File: src/rtl/usb_hid_pkg.sv
// Shared definitions for the USB HID keyboard path: device types, modifier
// masks, controller states and the HID usage-to-ASCII translation.
package usb_hid_pkg;

  typedef enum logic [1:0] {
    TYP_NONE  = 2'd0,
    TYP_KBD   = 2'd1,
    TYP_MOUSE = 2'd2,
    TYP_GAME  = 2'd3
  } typ_e;

  typedef enum logic [1:0] {
    ST_IDLE   = 2'd0,
    ST_SCAN   = 2'd1,
    ST_UPDATE = 2'd2
  } kbd_state_e;

  localparam logic [7:0] KEY_ROLLOVER = 8'h01;
  // Left and right variants of each modifier are treated alike.
  localparam logic [7:0] SHIFT_MASK   = 8'h22;
  localparam logic [7:0] CTRL_MASK    = 8'h11;

  // Returns 0 for usages with no printable/control ASCII equivalent.
  function automatic logic [7:0] scancode2char(input logic [7:0] key,
                                               input logic [7:0] mods);
    logic       shift;
    logic       ctrl;
    logic [7:0] c;
    shift = |(mods & SHIFT_MASK);
    ctrl  = |(mods & CTRL_MASK);
    c     = 8'h00;
    if (key >= 8'h04 && key <= 8'h1D) begin
      if (ctrl)       c = key - 8'h03;
      else if (shift) c = key + 8'h3D;
      else            c = key + 8'h5D;
    end else begin
      case (key)
        8'h1E: c = shift ? 8'h21 : 8'h31;
        8'h1F: c = shift ? 8'h40 : 8'h32;
        8'h20: c = shift ? 8'h23 : 8'h33;
        8'h21: c = shift ? 8'h24 : 8'h34;
        8'h22: c = shift ? 8'h25 : 8'h35;
        8'h23: c = shift ? 8'h5E : 8'h36;
        8'h24: c = shift ? 8'h26 : 8'h37;
        8'h25: c = shift ? 8'h2A : 8'h38;
        8'h26: c = shift ? 8'h28 : 8'h39;
        8'h27: c = shift ? 8'h29 : 8'h30;
        8'h28: c = 8'h0D;
        8'h29: c = 8'h1B;
        8'h2A: c = 8'h08;
        8'h2B: c = 8'h09;
        8'h2C: c = 8'h20;
        8'h2D: c = shift ? 8'h5F : 8'h2D;
        8'h2E: c = shift ? 8'h2B : 8'h3D;
        8'h2F: c = shift ? 8'h7B : 8'h5B;
        8'h30: c = shift ? 8'h7D : 8'h5D;
        8'h31: c = shift ? 8'h7C : 8'h5C;
        8'h33: c = shift ? 8'h3A : 8'h3B;
        8'h34: c = shift ? 8'h22 : 8'h27;
        8'h35: c = shift ? 8'h7E : 8'h60;
        8'h36: c = shift ? 8'h3C : 8'h2C;
        8'h37: c = shift ? 8'h3E : 8'h2E;
        8'h38: c = shift ? 8'h3F : 8'h2F;
        default: c = 8'h00;
      endcase
    end
    return c;
  endfunction

endpackage

File: src/rtl/usb_key_fifo.sv
// First-word-fall-through FIFO for decoded key characters. A push into a full
// FIFO succeeds only when a pop frees the head in the same cycle.
module usb_key_fifo #(
  parameter int unsigned DEPTH = 8
) (
  input  logic                     clk_i,
  input  logic                     rst_n_i,
  input  logic                     push_i,
  input  logic                     pop_i,
  input  logic [7:0]               data_i,
  output logic [7:0]               data_o,
  output logic [$clog2(DEPTH):0]   count_o,
  output logic                     empty_o,
  output logic                     full_o
);

  localparam int unsigned AW = $clog2(DEPTH);

  logic [7:0]  mem_q [DEPTH];
  logic [AW-1:0] wr_ptr_q, wr_ptr_d;
  logic [AW-1:0] rd_ptr_q, rd_ptr_d;
  logic [AW:0]   count_q, count_d;
  logic          push_eff;
  logic          pop_eff;

  assign empty_o  = (count_q == '0);
  assign full_o   = (count_q == (AW+1)'(DEPTH));
  assign pop_eff  = pop_i && !empty_o;
  assign push_eff = push_i && (!full_o || pop_eff);

  always_comb begin
    wr_ptr_d = wr_ptr_q;
    rd_ptr_d = rd_ptr_q;
    count_d  = count_q;
    if (push_eff) wr_ptr_d = wr_ptr_q + 1'b1;
    if (pop_eff)  rd_ptr_d = rd_ptr_q + 1'b1;
    if (push_eff && !pop_eff)      count_d = count_q + 1'b1;
    else if (!push_eff && pop_eff) count_d = count_q - 1'b1;
  end

  always_ff @(posedge clk_i or negedge rst_n_i) begin
    if (!rst_n_i) begin
      wr_ptr_q <= '0;
      rd_ptr_q <= '0;
      count_q  <= '0;
    end else begin
      wr_ptr_q <= wr_ptr_d;
      rd_ptr_q <= rd_ptr_d;
      count_q  <= count_d;
    end
  end

  always_ff @(posedge clk_i) begin
    if (push_eff) mem_q[wr_ptr_q] <= data_i;
  end

  assign data_o  = empty_o ? 8'h00 : mem_q[rd_ptr_q];
  assign count_o = count_q;

endmodule

File: src/rtl/usb_key_buffer.sv
// Turns HID keyboard reports into a queue of ASCII keystrokes: detects newly
// pressed keys against the previous report and auto-repeats the latest one.
module usb_key_buffer
  import usb_hid_pkg::*;
#(
  parameter int unsigned DEPTH     = 8,
  parameter int unsigned REP_DELAY = 6000000,
  parameter int unsigned REP_RATE  = 400000
) (
  input  logic                   clkusb_i,
  input  logic                   rst_n_i,
  input  logic                   report_i,
  input  logic [1:0]             typ_i,
  input  logic [7:0]             key_modifiers_i,
  input  logic [7:0]             key1_i,
  input  logic [7:0]             key2_i,
  input  logic [7:0]             key3_i,
  input  logic [7:0]             key4_i,
  input  logic                   pop_i,
  input  logic                   clr_ovf_i,
  output logic [7:0]             data_o,
  output logic                   empty_o,
  output logic [$clog2(DEPTH):0] count_o,
  output logic                   overflow_o
);

  localparam int unsigned REP_MAX = (REP_DELAY > REP_RATE) ? REP_DELAY : REP_RATE;
  localparam int unsigned CNT_W   = $clog2(REP_MAX + 1);

  kbd_state_e state_q, state_d;

  logic [7:0]       key_in [4];
  logic [7:0]       key_q  [4];
  logic [7:0]       key_d  [4];
  logic [7:0]       prev_q [4];
  logic [7:0]       prev_d [4];
  logic [7:0]       mods_q, mods_d;
  logic [1:0]       idx_q, idx_d;
  logic             rep_valid_q, rep_valid_d;
  logic [7:0]       rep_key_q, rep_key_d;
  logic [7:0]       rep_char_q, rep_char_d;
  logic [CNT_W-1:0] rep_cnt_q, rep_cnt_d;
  logic             ovf_q, ovf_d;

  logic       rpt_kbd;
  logic       rpt_other;
  logic [7:0] cur_key;
  logic [7:0] scan_char;
  logic       in_prev;
  logic       rep_in_latched;
  logic       scan_push;
  logic       rep_fire;
  logic       push;
  logic [7:0] push_data;
  logic       fifo_full;

  assign key_in[0] = key1_i;
  assign key_in[1] = key2_i;
  assign key_in[2] = key3_i;
  assign key_in[3] = key4_i;

  // Reports are only accepted while idle; anything arriving mid-scan is lost.
  assign rpt_kbd   = (state_q == ST_IDLE) && report_i && (typ_i == TYP_KBD) &&
                     (key1_i != KEY_ROLLOVER);
  assign rpt_other = (state_q == ST_IDLE) && report_i && (typ_i != TYP_KBD);

  assign cur_key   = key_q[idx_q];
  assign scan_char = scancode2char(cur_key, mods_q);

  always_comb begin
    in_prev        = 1'b0;
    rep_in_latched = 1'b0;
    for (int j = 0; j < 4; j++) begin
      if (prev_q[j] == cur_key)  in_prev        = 1'b1;
      if (key_q[j]  == rep_key_q) rep_in_latched = 1'b1;
    end
  end

  always_ff @(posedge clkusb_i or negedge rst_n_i) begin
    if (!rst_n_i) state_q <= ST_IDLE;
    else          state_q <= state_d;
  end

  always_comb begin
    state_d = state_q;
    case (state_q)
      ST_IDLE:   if (rpt_kbd) state_d = ST_SCAN;
      ST_SCAN:   if (idx_q == 2'd3) state_d = ST_UPDATE;
      ST_UPDATE: state_d = ST_IDLE;
      default:   state_d = ST_IDLE;
    endcase
  end

  always_comb begin
    scan_push = (state_q == ST_SCAN) && (cur_key != 8'h00) && !in_prev &&
                (scan_char != 8'h00);
    rep_fire  = rep_valid_q && (rep_cnt_q == CNT_W'(1));
    push      = scan_push || rep_fire;
    push_data = scan_push ? scan_char : rep_char_q;
  end

  always_comb begin
    for (int j = 0; j < 4; j++) begin
      key_d[j]  = rpt_kbd ? key_in[j] : key_q[j];
      prev_d[j] = prev_q[j];
      if (rpt_other)                 prev_d[j] = 8'h00;
      else if (state_q == ST_UPDATE) prev_d[j] = key_q[j];
    end
    mods_d = rpt_kbd ? key_modifiers_i : mods_q;
    idx_d  = idx_q;
    if (rpt_kbd)                   idx_d = 2'd0;
    else if (state_q == ST_SCAN)   idx_d = idx_q + 2'd1;

    rep_valid_d = rep_valid_q;
    rep_key_d   = rep_key_q;
    rep_char_d  = rep_char_q;
    rep_cnt_d   = rep_cnt_q;
    if (rpt_other) begin
      rep_valid_d = 1'b0;
      rep_key_d   = 8'h00;
      rep_char_d  = 8'h00;
      rep_cnt_d   = '0;
    end else if (scan_push) begin
      rep_valid_d = 1'b1;
      rep_key_d   = cur_key;
      rep_char_d  = scan_char;
      rep_cnt_d   = CNT_W'(REP_DELAY);
    end else if (state_q == ST_UPDATE && !rep_in_latched) begin
      rep_valid_d = 1'b0;
      rep_key_d   = 8'h00;
      rep_char_d  = 8'h00;
      rep_cnt_d   = '0;
    end else if (rep_valid_q) begin
      rep_cnt_d = rep_fire ? CNT_W'(REP_RATE) : rep_cnt_q - 1'b1;
    end

    // A dropped push must win over a simultaneous clear.
    ovf_d = ovf_q;
    if (push && fifo_full && !pop_i) ovf_d = 1'b1;
    else if (clr_ovf_i)              ovf_d = 1'b0;
  end

  always_ff @(posedge clkusb_i or negedge rst_n_i) begin
    if (!rst_n_i) begin
      for (int j = 0; j < 4; j++) begin
        key_q[j]  <= 8'h00;
        prev_q[j] <= 8'h00;
      end
      mods_q      <= 8'h00;
      idx_q       <= 2'd0;
      rep_valid_q <= 1'b0;
      rep_key_q   <= 8'h00;
      rep_char_q  <= 8'h00;
      rep_cnt_q   <= '0;
      ovf_q       <= 1'b0;
    end else begin
      for (int j = 0; j < 4; j++) begin
        key_q[j]  <= key_d[j];
        prev_q[j] <= prev_d[j];
      end
      mods_q      <= mods_d;
      idx_q       <= idx_d;
      rep_valid_q <= rep_valid_d;
      rep_key_q   <= rep_key_d;
      rep_char_q  <= rep_char_d;
      rep_cnt_q   <= rep_cnt_d;
      ovf_q       <= ovf_d;
    end
  end

  usb_key_fifo #(
    .DEPTH (DEPTH)
  ) u_fifo (
    .clk_i   (clkusb_i),
    .rst_n_i (rst_n_i),
    .push_i  (push),
    .pop_i   (pop_i),
    .data_i  (push_data),
    .data_o  (data_o),
    .count_o (count_o),
    .empty_o (empty_o),
    .full_o  (fifo_full)
  );

  assign overflow_o = ovf_q;

endmodule
File: config.mk
export PLATFORM = sky130hd
export DESIGN_NAME = usb_key_buffer
export DESIGN_NICKNAME = d
export VERILOG_FILES = /design/src/rtl/usb_hid_pkg.sv /design/src/rtl/usb_key_fifo.sv /design/src/rtl/usb_key_buffer.sv
export SDC_FILE = /design/constraint.sdc
export NUM_CORES = 1
export LEC_CHECK = 0
export CORE_MARGIN = 8
export CORE_UTILIZATION = 65
export DETAILED_ROUTE_END_ITERATION = 8
export PLACE_DENSITY = 0.84
export SETUP_SLACK_MARGIN = 0.2
export SLEW_MARGIN = 20
export SYNTH_ARGS = -nofsm -noshare
export SYNTH_HDL_FRONTEND = slang
export SYNTH_SLANG_ARGS = --single-unit
File: constraint.sdc
create_clock -name clkusb_i -period 12 [get_ports clkusb_i]
set_input_delay 2.4 -clock clkusb_i [delete_from_list [all_inputs] [get_ports clkusb_i]]
set_output_delay 2.4 -clock clkusb_i [all_outputs]
set_load 0.02 [all_outputs]
==> results of run 1 <==
[per-layer routing]
layer,wire (um),vias up
met2,11400,298
met4,522,0
met5,0,-
met1,9970,3672
li1,-,3408
met3,1500,49
[cells in the mapped netlist, types with 6 or more instances]
master | n | area [sq um]
mux2_2 | 40 | 450
dfrtp_1 | 123 | 3080
nor4_1 | 14 | 87.6
a21oi_1 | 54 | 270
and3_1 | 6 | 37.5
or3_1 | 7 | 43.8
o21ai_0 | 42 | 210
clkbuf_1 | 40 | 150
edfxtp_1 | 64 | 1920
nor2b_1 | 6 | 37.5
nor3_1 | 22 | 110
a31oi_1 | 7 | 43.8
inv_1 | 19 | 71.3
nand2_1 | 99 | 372
nor2_1 | 69 | 259
buf_2 | 14 | 70.1
xor2_1 | 33 | 289
mux2i_1 | 12 | 120
a21o_1 | 9 | 67.6
nand4_1 | 15 | 93.8
nand2b_1 | 8 | 50.1
xnor2_1 | 48 | 420
nand3_1 | 23 | 115
ha_1 | 16 | 200
mux4_2 | 26 | 586
[sequential cells by signal, indices dropped and copies added (netlist names)]
signal           flops
u_fifo.mem_q        64
prev_q              32
mods_q               4
state_q              2
key_q               32
u_fifo.wr_ptr_q      3
rep_valid_q          1
overflow_o           1
rep_cnt_q           23
idx_q                2
rep_char_q           8
u_fifo.rd_ptr_q      3
rep_key_q            8
u_fifo.count_o       4
[worst max-delay path by stage]
stage,startpoint,end,slack (ns),cells after the start
3_5_place_dp,idx_q[0],u_fifo.count_o[3],5.88,20
3_3_place_gp,idx_q[0],u_fifo.count_o[3],5.94,20
2_1_floorplan,idx_q[0],u_fifo.count_o[3],7.21,22
5_1_grt,idx_q[0],u_fifo.count_o[3],5.34,20
4_1_cts,idx_q[0],u_fifo.count_o[3],5.84,20
6_report,idx_q[0],u_fifo.count_o[3],5.72,20
[through the flow]
step | instance area [sq um] | util, % | power (mW) | hold WS, ns
3_5_place_dp | 10700 | 70.2 | 3.08 | 0.500
3_3_place_gp | 10700 | 70.2 | 3.03 | 0.484
5_1_grt | 11300 | 74.1 | 3.91 | 0.542
2_1_floorplan | 10100 | - | 2.61 | 0.473
4_1_cts | 11300 | 74.0 | 3.65 | 0.516
6_report | 11300 | 74.1 | 3.67 | 0.516
[power by group through the flow]
stage / registers, mW / logic, mW / clock network (mW)
4_1_cts: 1.19 / 1.92 / 0.546
5_1_grt: 1.22 / 2.11 / 0.572
3_5_place_dp: 1.19 / 1.89 / 0
3_3_place_gp: 1.18 / 1.85 / 0
6_report: 1.19 / 1.93 / 0.543
2_1_floorplan: 1.06 / 1.55 / 0
[worst max-delay path: stages, from the launching register on]
cell	delay (ns)
dfrtp_1	0.80
mux4_2	0.76
inv_1	0.18
ha_1	0.56
nor2_1	0.21
nand4_1	0.15
nand3b_1	0.33
nor2_1	0.25
a32oi_1	0.08
or4b_1	0.55
o31ai_4	0.18
buf_4	0.49
a21oi_2	0.25
ha_1	0.28
inv_1	0.12
ha_1	0.25
a21o_1	0.19
a21oi_1	0.17
xnor2_1	0.13
nor2_1	0.06
xor2_1	0.14
[logic make-up (layout without fill, tap and decap cells)]
logic type               count (synthesis)  after routing  share of synthesized area, %
AND/OR/NAND/NOR                        305            305                          15.0
multiplexers                            78             78                          11.5
adder cells (fa/ha/maj)                 17             17                          2.18
flip-flops                             187            187                          49.6
AO/OA/AOI/OAI                          174            174                          11.0
XOR/XNOR                                81             81                          7.04
buffers and inverters                   85            116                          3.67
[cell type report]
class                      count  area [sq um]
timing repair buffer          64           618
multi-input combinational    655          4740
clock buffer                  17           425
tap                          188           235
clock inverter                15           161
fill                        1019          3940
inverter                      20          75.1
sequential                   187          5000
==> impl_metrics.yaml, run 1 <==
die:
  rows: 45
  ios: 61
  die_h_um: 141
  core_sq_um: 15200
  design.die.area_sq_um: 19800
  die_width_um: 141
  initial_core_util_pct: 66.3
clock_network:
  clk_path_buf_depth: 2
  clock_latency_ns: 0.43
  clk_pin_slew_ns: 0.07
  ctsHoldBuffers: 0
  cts-root-buf: "clkbuf_16"
  cts_setup_buffers: 0
  cts_tree: "yes"
  htreeDepth: 4
  cts_resized: 0
  numCtsBuffers: 17
  clkSinkCount: 187
sta:
  worst_slack_ns: 5.72
  maxSlewViolCount: 0
  setup_viol: 0
  worst_pin_slew_ns: 0.973
  fmax_mhz: 159
  finalCritPeriodShare_pct: 52.3
  hold_viol_final: 0
  skew_ns: 0.0111
  setup_tns_ns: 0
  fin_crit_ns: 6.28
  grt_setup_unrepaired: "false"
  relSlewSlack_pct: 34.6
synthesis:
  synth_edf_count: 64
  seq_area_frac_synth_pct: 49.6
  yosysUniqueCellTypes: 75
  syn_inst: 927
  synthArstFlopShare_pct: 65.8
  synth_seq_cells: 187
  ys.flop_type: "dfrtp_1"
  syn-cell-area_sq_um: 10100
  synth_fp_nets: 991
  avgSynthCellArea_sq_um: 10.9
  ys_warn_count: 0
global_route:
  overflow: 0
  grt_start_max_net_pins: 75
  grt_pass1_vias: 7439
  grtUsageMet3_pct: 4.11
  busiest_layer: "met2"
  grt_use_met1_pct: 33.6
  antenna_found_initial: 0
  grtUsageTotal_pct: 24.7
  grt_pass1_wl_um: 38900
  use_met2_pct: 39.4
worst_setup_path:
  reg2regPathDepth: 20
  critPathRequiredTime_ns: 12.32
  start_kind: "register"
  worstReg2RegEnd: "u_fifo.count_o[3]"
  crit_arrival_ns: 6.60
  ff2ff_setup_slack_ns: 5.72
  path_class: "register to register"
  r2r-start: "idx_q[0]"
  cp_max_fo: 51
  end_kind: "register"
layout:
  fin_nets: 1009
  num_antenna_cells: 0
  fin_cells: 1146
  area_delta_synth_final_pct: 11.7
  mostFrequentLayoutCells: "dfrtp_1 (122), nand2_1 (99), nor2_1 (69)"
  drive_gt1_share_pct: 13.4
  final_common_cell: "dfrtp_1"
pwr:
  p_clk_share_pct: 14.8
  p_seq_share_pct: 32.5
  p_leak_nw: 4.43
  pwr-share-comb_pct: 52.7
  peakVddDrop_mv: 0.187
  p_int_mw: 1.98
  swShare_pct: 45.9
  p_sw_mw: 1.68
  p_per_area_nw_per_um2: 326
detailed_routing:
  firstDrtPassIters: 5
  num_vias: 7427
  via_per_inst: 6.48
  ant_nets: 0
  wirelength_um: 23400
  drt_iter0_markers: 792
  drcViolationCount: 0
  wl_per_cell_um: 20.4
placed_design:
  dp.cells: 1114
  place_congestion: 0.944
  hpwl_um: 15400
  pre_cts_slack_ns: 5.88
  portBuffers: 56
worst_hold_path:
  whs_path_depth: 1
  min_to: "overflow_o"
  min-delay-start: "overflow_o"
  hold_class: "register to register"
outcome:
  status: "completed"
job:
  drv_cap: 0
Note: power is estimated with default switching activity, not from simulation.
==> run 2: changes to the inputs <==
Settings changed: CORE_UTILIZATION 65 to 54, PLACE_DENSITY 0.84 to 0.74.
Clock period 12 ns to 5.2 ns, I/O delays scaled along.
==> run 2 against run 1 <==
Effect of this change: via count grew 1.9%; critical path depth decreased by 2; utilization decreased by 11 points; non-clock buffer count increased by 28; combinational power grew to 2.5 times the previous value; critical path type unchanged.
==> impl_metrics.yaml, run 2 (synthesis gave the netlist of run 1 again) <==
layout:
  mostFrequentLayoutCells: "dfrtp_1 (122), nand2_1 (99), nor2_1 (69)"
  final-seq-area_sq_um: 5000
  largest_register_ffs: 64
  largest_register: "u_fifo.mem_q"
  area_delta_synth_final_pct: 15.6
  final_common_cell: "dfrtp_1"
  largestRegisters: "u_fifo.mem_q (64), key_q (32), prev_q (32)"
  num_antenna_cells: 0
  fin_nets: 1039
  multi_input_area_sq_um: 4810
  fill_cells: 1418
  drive_gt1_share_pct: 16.1
  fin_util_pct: 62.9
sta:
  maxSlewViolCount: 0
  fin_crit_ns: 4.70
  finalCritPeriodShare_pct: 90.5
  setup_viol: 0
  fmax_mhz: 213
  worst_pin_slew_ns: 0.895
  relSlewSlack_pct: 40.1
  worst_slack_ns: 0.496
  hold_viol_final: 0
  setup_tns_ns: 0
  skew_ns: 0.0167
  hold_slack_ns: 0.503
  grt_setup_unrepaired: "false"
worst_setup_path:
  cpMostUsedCell: "ha_1"
  end_kind: "register"
  critPathRequiredTime_ns: 5.52
  crit_arrival_ns: 5.02
  max_stage_delay_ns: 0.73
  r2r-start: "idx_q[0]"
  cp_slowest_cell: "mux4_2"
  start_kind: "register"
  crit_chain: "buf_6 -> mux4_2 -> ha_1 -> o21ai_0 -> a32oi_1 -> xnor2_1 -> a32oi_1 -> or4b_1 -> o31ai_4 -> a21oi_2 -> ha_1 -> inv_1 -> ha_1 -> a21o_1 -> a21oi_1 -> xnor2_1 -> nor2_1 -> xor2_1"
  path_class: "register to register"
  critPathTopFamily: "compound AO/OA/AOI/OAI gates"
  cp_max_fo: 12
  ff2ff_setup_slack_ns: 0.50
  cp_num_buf_inv: 2
  reg2regPathDepth: 18
  worstReg2RegEnd: "u_fifo.count_o[3]"
global_route:
  overflow: 0
  grtUsageTotal_pct: 21.1
  grt_pass1_vias: 7445
  antenna_found_initial: 0
  grt_start_max_net_pins: 55
  grt_pass1_wl_um: 39600
die:
  initial_core_util_pct: 54.4
  die_width_um: 153
  core_sq_um: 18500
  design.die.area_sq_um: 23300
  ios: 61
  die_h_um: 153
  rows: 50
clock_network:
  cts_tree: "yes"
  clock_latency_ns: 0.44
  clkSinkCount: 187
  htreeDepth: 4
  ctsHoldBuffers: 0
  clk_pin_slew_ns: 0.08
  cts-root-buf: "clkbuf_16"
  numCtsBuffers: 17
  clk_path_buf_depth: 2
detailed_routing:
  wirelength_um: 24900
  wl_per_cell_um: 20.4
  ant_nets: 0
  firstDrtPassIters: 5
  via_per_inst: 6.19
  drt_iter0_markers: 780
  drcViolationCount: 0
  num_vias: 7566
placed_design:
  hpwl_um: 16700
  pre_cts_slack_ns: 0.422
  portBuffers: 56
  place_congestion: 0.959
pwr:
  p_leak_nw: 4.63
  p_per_area_nw_per_um2: 770
  peakVddDrop_mv: 0.368
worst_hold_path:
  hold_class: "primary input to asynchronous set/reset pin"
job:
  drv_cap: 0
outcome:
  status: "completed"
## run 2: cell count changes in the layout (fill, tap and decap cells not counted), moves of 3 or more
cell | previous run | this run
buf_4 | 9 | 36
clkinv_4 | 3 | 0
clkinvlp_4 | 3 | 0
ha_1 | 16 | 13
ha_2 | 0 | 3
inv_12 | 1 | 4
inv_8 | 0 | 3
## run 2: layout make-up
type / instances / share of cell area (%)
multi-input cells: 657 / 41.3
repair buffers: 92 / 7.14
flip-flops and latches: 187 / 42.9
inverters: 20 / 0.644
well taps: 234 / 2.51
clock buffers: 17 / 3.65
clock inverters: 15 / 1.87
## run 2: what timing repair did
action	4_1_cts	5_1_grt
endpoints found under the setup margin	0	1
buffers inserted	0	7
resized for setup	0	5
## run 2: through the flow
stage,cells,instance area (sq um),total power [mW]
6_report,1222,11700,8.97
5_1_grt,1222,11700,9.55
4_1_cts,1213,11500,8.75
3_5_place_dp,1181,10900,7.37
3_3_place_gp,1181,10900,7.25
2_1_floorplan,927,10100,6.03
## run 2: report_power, final
group,internal [mW],switching (mW)
Combinational,2.10,2.77
Clock,0.679,0.685
Sequential,2.10,0.641
## run 2: how the worst max path moves through the flow
stage                     startpoint                end  slack [ns]  cells past startpoint
after floorplan             idx_q[0]  u_fifo.count_o[3]        0.41                     22
after global placement      idx_q[0]  u_fifo.count_o[3]        0.48                     17
after detailed placement    idx_q[0]  u_fifo.count_o[3]        0.42                     17
after CTS                   idx_q[0]  u_fifo.count_o[3]        0.41                     17
after global routing        idx_q[0]  u_fifo.count_o[3]        0.22                     18
final                       idx_q[0]  u_fifo.count_o[3]        0.50                     18
## run 2: routing by layer
layer	vias up	global-route usage (%)	share of wire, %
met2	334	34.6	48
met4	0	6.93	2.0
li1	3470	-	-
met3	43	3.40	7.3
met5	-	0	0
met1	3719	28.2	43
==> run 3: changes to the inputs <==
Settings changed: SLEW_MARGIN 20 to not set.
==> run 3 against run 2 <==
Effect of this change: combinational power barely moved; power up 0.11%; die area unchanged; flip-flop and latch count is the same; clock skew about the same; non-clock buffer count stayed put; utilization decreased by 0.054 points; sequential share of layout area about the same; critical endpoint unchanged; highest routed layer unchanged.
==> impl_metrics.yaml, run 3 (synthesis gave the netlist of run 1 again) <==
detailed_routing:
  ant_nets: 0
  drt_iter0_markers: 755
  wirelength_um: 24900
  wl_per_cell_um: 20.4
  firstDrtPassIters: 5
  drcViolationCount: 0
  num_vias: 7553
  via_per_inst: 6.18
sta:
  setup_tns_ns: 0
  grt_setup_unrepaired: "false"
  hold_viol_final: 0
  maxSlewViolCount: 0
  relSlewSlack_pct: 25.1
  skew_ns: 0.0167
  fin_crit_ns: 4.75
  finalCritPeriodShare_pct: 91.3
  worst_pin_slew_ns: 1.12
  fmax_mhz: 211
  setup_viol: 0
clock_network:
  htreeDepth: 4
  clkSinkCount: 187
  ctsHoldBuffers: 0
  cts-root-buf: "clkbuf_16"
  clk_pin_slew_ns: 0.08
  numCtsBuffers: 17
  clock_latency_ns: 0.44
  cts_tree: "yes"
  clk_path_buf_depth: 2
layout:
  fin_nets: 1039
  mostFrequentLayoutCells: "dfrtp_1 (123), nand2_1 (99), nor2_1 (69)"
  largest_register: "u_fifo.mem_q"
  num_antenna_cells: 0
  drive_gt1_share_pct: 16.0
  final_common_cell: "dfrtp_1"
  fill_cells: 1419
  largest_register_ffs: 64
  area_delta_synth_final_pct: 15.5
  largestRegisters: "u_fifo.mem_q (64), key_q (32), prev_q (32)"
  fin_cells: 1222
die:
  die_h_um: 153
  ios: 61
  die_width_um: 153
  initial_core_util_pct: 54.4
  core_sq_um: 18500
  rows: 50
  design.die.area_sq_um: 23300
worst_setup_path:
  reg2regPathDepth: 18
  crit_chain: "buf_6 -> mux4_2 -> ha_1 -> o21ai_0 -> a32oi_1 -> xnor2_1 -> a32oi_1 -> or4b_1 -> o31ai_4 -> a21oi_2 -> ha_1 -> inv_1 -> ha_1 -> a21o_1 -> a21oi_1 -> xnor2_1 -> nor2_1 -> xor2_1"
  worstSetupPathDepth: 18
  critPathRequiredTime_ns: 5.52
  path_class: "register to register"
  cp_max_fo: 12
  max_stage_delay_ns: 0.66
  crit_arrival_ns: 5.07
  end_kind: "register"
  critPathTopFamily: "compound AO/OA/AOI/OAI gates"
  cpMostUsedCell: "ha_1"
  start_kind: "register"
  cp_slowest_cell: "mux4_2"
  cp_num_buf_inv: 2
pwr:
  p_leak_nw: 4.63
  peakVddDrop_mv: 0.370
  p_total_mw: 8.98
  p_per_area_nw_per_um2: 771
global_route:
  grt_start_max_net_pins: 55
  grt_pass1_vias: 7445
  grt_pass1_wl_um: 39600
  grtUsageTotal_pct: 21.1
  antenna_found_initial: 0
  overflow: 0
placed_design:
  place_congestion: 0.959
  dp.cells: 1181
  portBuffers: 56
  hpwl_um: 16700
job:
  drv_cap: 0
worst_hold_path:
  hold_class: "primary input to asynchronous set/reset pin"
outcome:
  status: "completed"
[run 3: cell counts in the layout (fill, tap and decap cells not counted)]
Identical to the previous run, type by type.
[run 3: worst paths after layout]
kind	from	to	slack, ns
setup / recovery	idx_q[0]	u_fifo.count_o[3]	0.45
hold / removal	rst_n_i	mods_q[4]	0.50
setup reg to reg	idx_q[0]	u_fifo.count_o[3]	0.45
hold reg to reg	rep_char_q[5]	rep_char_q[5]	0.52
max in group asynchronous	rst_n_i	u_fifo.count_o[0]	3.67
min in group clkusb_i	rep_char_q[5]	rep_char_q[5]	0.52
[run 3: timing repair]
action	4_1_cts	5_1_grt
resized for setup	0	5
setup buffers	0	7
setup endpoints to repair	0	1
[run 3: routing by layer]
| metal | global-route usage [%] | vias up | part of all wire, % |
|---|---|---|---|
| li1 | - | 3480 | - |
| met1 | 28.2 | 3723 | 43 |
| met2 | 34.6 | 317 | 48 |
| met3 | 3.40 | 33 | 7.1 |
| met4 | 6.93 | 0 | 1.8 |
| met5 | 0 | - | 0 |
[run 3: layout make-up]
type / count / area, sq um / share of cell area [%]
clock buffers: 17 / 425 / 3.65
clock inverters: 15 / 218 / 1.87
inverters: 20 / 75.1 / 0.645
multi-input cells: 657 / 4800 / 41.2
flip-flops and latches: 187 / 5000 / 42.9
well taps: 234 / 293 / 2.51
repair buffers: 92 / 832 / 7.14
[run 3: power by group]
part / switching, mW / internal [mW]
combinational: 2.78 / 2.10
clock: 0.686 / 0.679
sequential: 0.636 / 2.10
total: 4.11 / 4.88
[run 3: worst register-to-register path, delay by kind of cell (launching register included)]
kind | cells | cell delay [ns]
adder cells (fa/ha/maj) | 3 | 0.88
flip-flops | 1 | 0.45
AND/OR/NAND/NOR | 2 | 0.63
multiplexers | 1 | 0.66
XOR/XNOR | 3 | 0.57
buffers and inverters | 2 | 0.37
AO/OA/AOI/OAI | 7 | 1.10
[run 3: metrics by stage]
stage	area (sq um)	setup WS [ns]	hold slack, ns	util, %
after floorplan	10100	0.406	0.473	-
after detailed placement	10900	0.422	0.499	58.8
after global placement	10900	0.479	0.484	58.8
after CTS	11500	0.406	0.504	62.2
after global routing	11600	0.220	0.522	62.9
final	11600	0.455	0.503	62.9
